<file path="config.mk">
export PLATFORM = sky130hd
export DESIGN_NAME = regfile_2r1w_sb
export DESIGN_NICKNAME = d
export VERILOG_FILES = /design/src/rtl/regfile_2r1w_sb.sv
export SDC_FILE = /design/constraint.sdc
export NUM_CORES = 1
export LEC_CHECK = 0
export BUFFER_PORTS_ARGS = -buffer_cell sky130_fd_sc_hd__buf_2
export CORE_MARGIN = 3
export CORE_UTILIZATION = 60
export DETAILED_ROUTE_END_ITERATION = 10
export HOLD_SLACK_MARGIN = 0.12
export PLACE_DENSITY = 0.8
export SYNTH_ARGS = -nofsm -noshare
export SYNTH_HDL_FRONTEND = slang
export SYNTH_SLANG_ARGS = --single-unit
</file>
<file path="constraint.sdc">
create_clock -name clk -period 6.6 [get_ports clk]
set_clock_uncertainty 0.05 [all_clocks]
set_input_delay 1.32 -clock clk [delete_from_list [all_inputs] [get_ports clk]]
set_output_delay 1.32 -clock clk [all_outputs]
set_load 0.005 [all_outputs]
</file>
<file path="src/rtl/regfile_2r1w_sb.sv">
// rtl/regfile_2r1w_sb.sv - decode-stage register file, one write port, two read ports, busy scoreboard
//
// Parameters:
//   DATA_W   register width in bits
//   ADDR_W   address width, depth = 2**ADDR_W
//   BYPASS   1 = same-edge write data forwarded to a matching read
//   ZERO_REG 1 = register 0 reads zero, ignores writes, never busy
//
// Ports:
//   clk, rst                       clock, asynchronous active-high reset
//   write_enable/addr/data         writeback port, also clears the scoreboard bit
//   rd_en                          capture new read results (0 = hold outputs)
//   read_addr_a/b                  source registers
//   read_data_a/b                  registered operand data
//   busy_a/b                       registered busy flag of each source
//   issue_en/issue_addr            mark a destination register busy
//   busy_vec                       live scoreboard, bit i = register i busy

module regfile_2r1w_sb #(
    parameter int DATA_W   = 16,
    parameter int ADDR_W   = 3,
    parameter bit BYPASS   = 1'b1,
    parameter bit ZERO_REG = 1'b0
) (
    input  logic                 clk,
    input  logic                 rst,
    input  logic                 write_enable,
    input  logic [ADDR_W-1:0]    write_addr,
    input  logic [DATA_W-1:0]    write_data,
    input  logic                 rd_en,
    input  logic [ADDR_W-1:0]    read_addr_a,
    input  logic [ADDR_W-1:0]    read_addr_b,
    output logic [DATA_W-1:0]    read_data_a,
    output logic [DATA_W-1:0]    read_data_b,
    output logic                 busy_a,
    output logic                 busy_b,
    input  logic                 issue_en,
    input  logic [ADDR_W-1:0]    issue_addr,
    output logic [2**ADDR_W-1:0] busy_vec
);

    localparam int DEPTH = 2**ADDR_W;

    logic [DATA_W-1:0] mem [DEPTH];
    logic [DEPTH-1:0]  busy_q;
    logic [DEPTH-1:0]  busy_nxt;

    logic wr_ok;
    logic zero_a;
    logic zero_b;
    logic fwd_a;
    logic fwd_b;
    logic [DATA_W-1:0] rdata_a_nxt;
    logic [DATA_W-1:0] rdata_b_nxt;

    // Writes to the hardwired zero register are dropped entirely.
    assign wr_ok  = write_enable && !(ZERO_REG && (write_addr == '0));

    assign zero_a = ZERO_REG && (read_addr_a == '0);
    assign zero_b = ZERO_REG && (read_addr_b == '0);

    assign fwd_a  = BYPASS && wr_ok && (write_addr == read_addr_a);
    assign fwd_b  = BYPASS && wr_ok && (write_addr == read_addr_b);

    // Zero register wins over forwarding; forwarding wins over the array.
    always_comb begin
        rdata_a_nxt = mem[read_addr_a];
        if (zero_a) begin
            rdata_a_nxt = '0;
        end else if (fwd_a) begin
            rdata_a_nxt = write_data;
        end
    end

    always_comb begin
        rdata_b_nxt = mem[read_addr_b];
        if (zero_b) begin
            rdata_b_nxt = '0;
        end else if (fwd_b) begin
            rdata_b_nxt = write_data;
        end
    end

    // Clear by writeback first, then set by issue, so a same-edge issue
    // to the register being written leaves it busy for the new producer.
    always_comb begin
        busy_nxt = busy_q;
        if (write_enable) begin
            busy_nxt[write_addr] = 1'b0;
        end
        if (issue_en) begin
            busy_nxt[issue_addr] = 1'b1;
        end
        if (ZERO_REG) begin
            busy_nxt[0] = 1'b0;
        end
    end

    always_ff @(posedge clk or posedge rst) begin
        if (rst) begin
            for (int i = 0; i < DEPTH; i++) begin
                mem[i] <= '0;
            end
        end else if (wr_ok) begin
            mem[write_addr] <= write_data;
        end
    end

    always_ff @(posedge clk or posedge rst) begin
        if (rst) begin
            busy_q <= '0;
        end else begin
            busy_q <= busy_nxt;
        end
    end

    // busy_x samples the post-edge scoreboard so a forwarded read is not
    // reported busy unless the same register is re-issued on that edge.
    always_ff @(posedge clk or posedge rst) begin
        if (rst) begin
            read_data_a <= '0;
            read_data_b <= '0;
            busy_a      <= 1'b0;
            busy_b      <= 1'b0;
        end else if (rd_en) begin
            read_data_a <= rdata_a_nxt;
            read_data_b <= rdata_b_nxt;
            busy_a      <= busy_nxt[read_addr_a];
            busy_b      <= busy_nxt[read_addr_b];
        end
    end

    assign busy_vec = busy_q;

endmodule

</file>
==> results_dict.tcl <==
set metrics [dict create \
    status "finished, final reports clean" \
    path_class "input port to flop" \
    path_buf_inv 2 \
    finalNonFillerCells 882 \
    die_area_um2 16400 \
    ys_types 29 \
    critPathMaxStageDelay_ps 830 \
    routed_wl_um 20200 \
    synth_area_um2 8930 \
    post_drt_wl_per_cell_um 22.9 \
    yosys.area.top_type_share_pct 47.6 \
    grt_max_degree 112 \
    worst_r2r_path_depth 5 \
    fp-row-count 43 \
    globalplace.congestion 0.831 \
    antenna_found_initial 0 \
    r2r-end "read_data_b[12]$_DFFE_PP0P_" \
    cts_setup_buffers 0 \
    ir_drop_mv 0.203 \
    drt_iter0_markers 403 \
    core_um2 14200 \
    vias_per_cell 6.47 \
    end_kind "flop" \
    yosys-top-cells-area "dfrtp_1 (48%), mux2_2 (16%), mux4_2 (16%), mux2i_1 (4.0%), o211ai_1 (3.0%)" \
    slew_viol_final 0 \
    tightest_slew_ps 1240 \
    drive_above_1_share_pct 44.4 \
    firstDrtPassIters 5 \
    cts.clk_slew.worst_paths_ps 70 \
    design_area_um2 9920 \
    post-route-period-util_pct 45.9 \
    dpl-instance-area_um2 9260 \
    dp_hpwl_um 11500 \
    die_w_um 128 \
    cp-start-kind "input port" \
    seq_area_frac_synth_pct 47.6 \
    cpMaxStageDelayCell "buf_2" \
    n_antenna_cell 0 \
    max_cap_viol_count 0 \
    cts_tree "built" \
    holdPathStages 2 \
    overflow 0 \
    syn_nets 686 \
    postSynthAreaPerCell_um2 13.7 \
    rsz0062_at_grt "false" \
    cts_resized 0 \
    max_freq_ghz 0.330 \
    reg2reg_slack_ps 5020 \
    worstSkewPairLatency_ps 420 \
    first_global_vias 6051 \
    fin_util_pct 69.9 \
    ant_nets 0 \
    drc_errors 0 \
    hold_buffers 0 \
    yosysWarnings 0 \
    cts_made_buffers 17 \
    timing.rr.start "mem[12]$_DFFE_PP0P_" \
    critical_path_required_ps 6810 \
    hold_path_class "flop to flop" \
    clock_sinks 170 \
    worstPathMaxFanout 39 \
    period_minus_slack_ps 3030 \
    io-pin-count 75 \
    final_hold_viol_count 0 \
    finalSetupTns_ps 0 \
    path_cells "buf_2, xnor2_1, nand4_1, buf_4, nand2_1, o211ai_1, o21ai_1" \
    relSlewSlack_pct 17.2 \
    synth_ff_type "dfrtp_1" \
    power_mw 3.26 \
    route.vias.total 5705 \
    htreeDepth 4 \
    path_delay_family "buffers and inverters" \
    fin_nets 722 \
    min_from "read_data_a[5]$_DFFE_PP0P_" \
    die_y_um 128 \
    grt_pass1_wl_um 32500 \
    portBuffers 74 \
    post-synth-top-area-cell "dfrtp_1" \
    power_density_nw_per_um2 329 \
    dpl.cell_count 850 \
    start_util_pct 62.9 \
    synth_edf_count 0 \
    async_flop_share_pct 100 \
    syn2layout_area_growth_pct 11.1 \
    clock-root-buffer "clkbuf_16" \
    hold_end "read_data_a[5]$_DFFE_PP0P_" \
    synth-seq-cells 170 \
    syn_inst 653 \
    cts_max_path_buffers 2 \
    critPathArrivalTime_ps 3240 \
    finalSetupViolations 0 \
    grt_util_all_layers_pct 25.9 \
    p_leak_nw 4.39 \
]
-- through the flow --
stage	hold slack, ps	setup slack (ps)
6_report	457	3570
3_5_place_dp	449	3190
3_3_place_gp	444	3240
2_1_floorplan	441	627
4_1_cts	460	3620
5_1_grt	491	3480
-- synth_stat cells (all sizes together) (2+ instances only) --
cell type	count
nand4	3
nor2b	7
clkbuf	16
inv	43
nand4b	3
o2111ai	2
a2bb2oi	6
nand2	36
and4bb	3
nand2b	4
buf	48
o21ai	32
mux2	128
mux4	64
xnor2	6
dfrtp	170
mux2i	36
nand3	2
o211ai	36
a32o	2
nor2	3
-- flip-flops by register name (all words and copies together) (netlist names) --
signal / cells
busy_a: 1
busy_b: 1
read_data_a: 16
read_data_b: 16
busy_vec: 8
mem: 128
-- cell families after synthesis --
family          count (synthesis)  synth area share, %
compound gates                 80                 6.11
xor+xnor                        6                0.588
simple gates                   62                 3.92
mux                           228                 36.3
flops                         170                 47.6
buf+inv                       107                 5.45
-- layout by cell type, fill, tap and decap left out, types with 3 or more instances in the layout --
| master | count |
|---|---|
| xnor2_1 | 6 |
| nor2_1 | 3 |
| buf_2 | 74 |
| mux2_2 | 128 |
| buf_4 | 7 |
| nand4b_2 | 3 |
| nor2b_1 | 7 |
| inv_1 | 42 |
| nand2_1 | 36 |
| mux2i_1 | 36 |
| and4bb_2 | 3 |
| bufinv_16 | 5 |
| a2bb2oi_1 | 5 |
| clkbuf_16 | 17 |
| nand4_1 | 3 |
| o21ai_1 | 20 |
| dfrtp_1 | 170 |
| o21ai_0 | 12 |
| mux4_2 | 64 |
| nand2b_1 | 4 |
| o211ai_1 | 36 |
| clkbuf_8 | 3 |
-- layout make-up --
| cell class | instances | area [um2] |
|---|---|---|
| well taps | 180 | 225 |
| flip-flops and latches | 170 | 4250 |
| multi-input cells | 376 | 4190 |
| fillers | 974 | 4280 |
| repair buffers | 81 | 423 |
| clock buffers | 22 | 474 |
| clock inverters | 10 | 188 |
| inverters | 43 | 166 |
-- report_power, final --
group          internal, mW  switching (mW)  total [mW]
logic                 0.422           0.290       0.711
clock network         0.704           0.411        1.12
registers              1.28           0.157        1.43
total                  2.40           0.858        3.26
-- tightest hold or removal path: stages (launching register included) --
cell     delay (ps)
dfrtp_1         380
inv_1            50
o21ai_1          50
-- how the worst max path moves through the flow --
stage | startpoint | end | slack (ps) | cells after the start
after detailed placement | read_addr_a[1] | read_data_a[1]$_DFFE_PP0P_ | 3190 | 7
after global routing | read_addr_b[1] | read_data_b[12]$_DFFE_PP0P_ | 3480 | 7
final | read_addr_a[1] | read_data_a[6]$_DFFE_PP0P_ | 3570 | 7
after global placement | read_addr_a[1] | read_data_a[1]$_DFFE_PP0P_ | 3240 | 7
after CTS | read_addr_a[1] | read_data_a[1]$_DFFE_PP0P_ | 3620 | 7
after floorplan | rst | busy_a$_DFFE_PP0P_ | 630 | 1
-- metal layers --
metal	track usage (%)	wire, um	vias to the layer above
li1	-	-	2489
met1	34.8	8490	2982
met2	42.2	10100	188
met3	4.79	1030	46
met4	10.7	519	0
met5	0	0	-
Power figures use the tool's default switching activity.
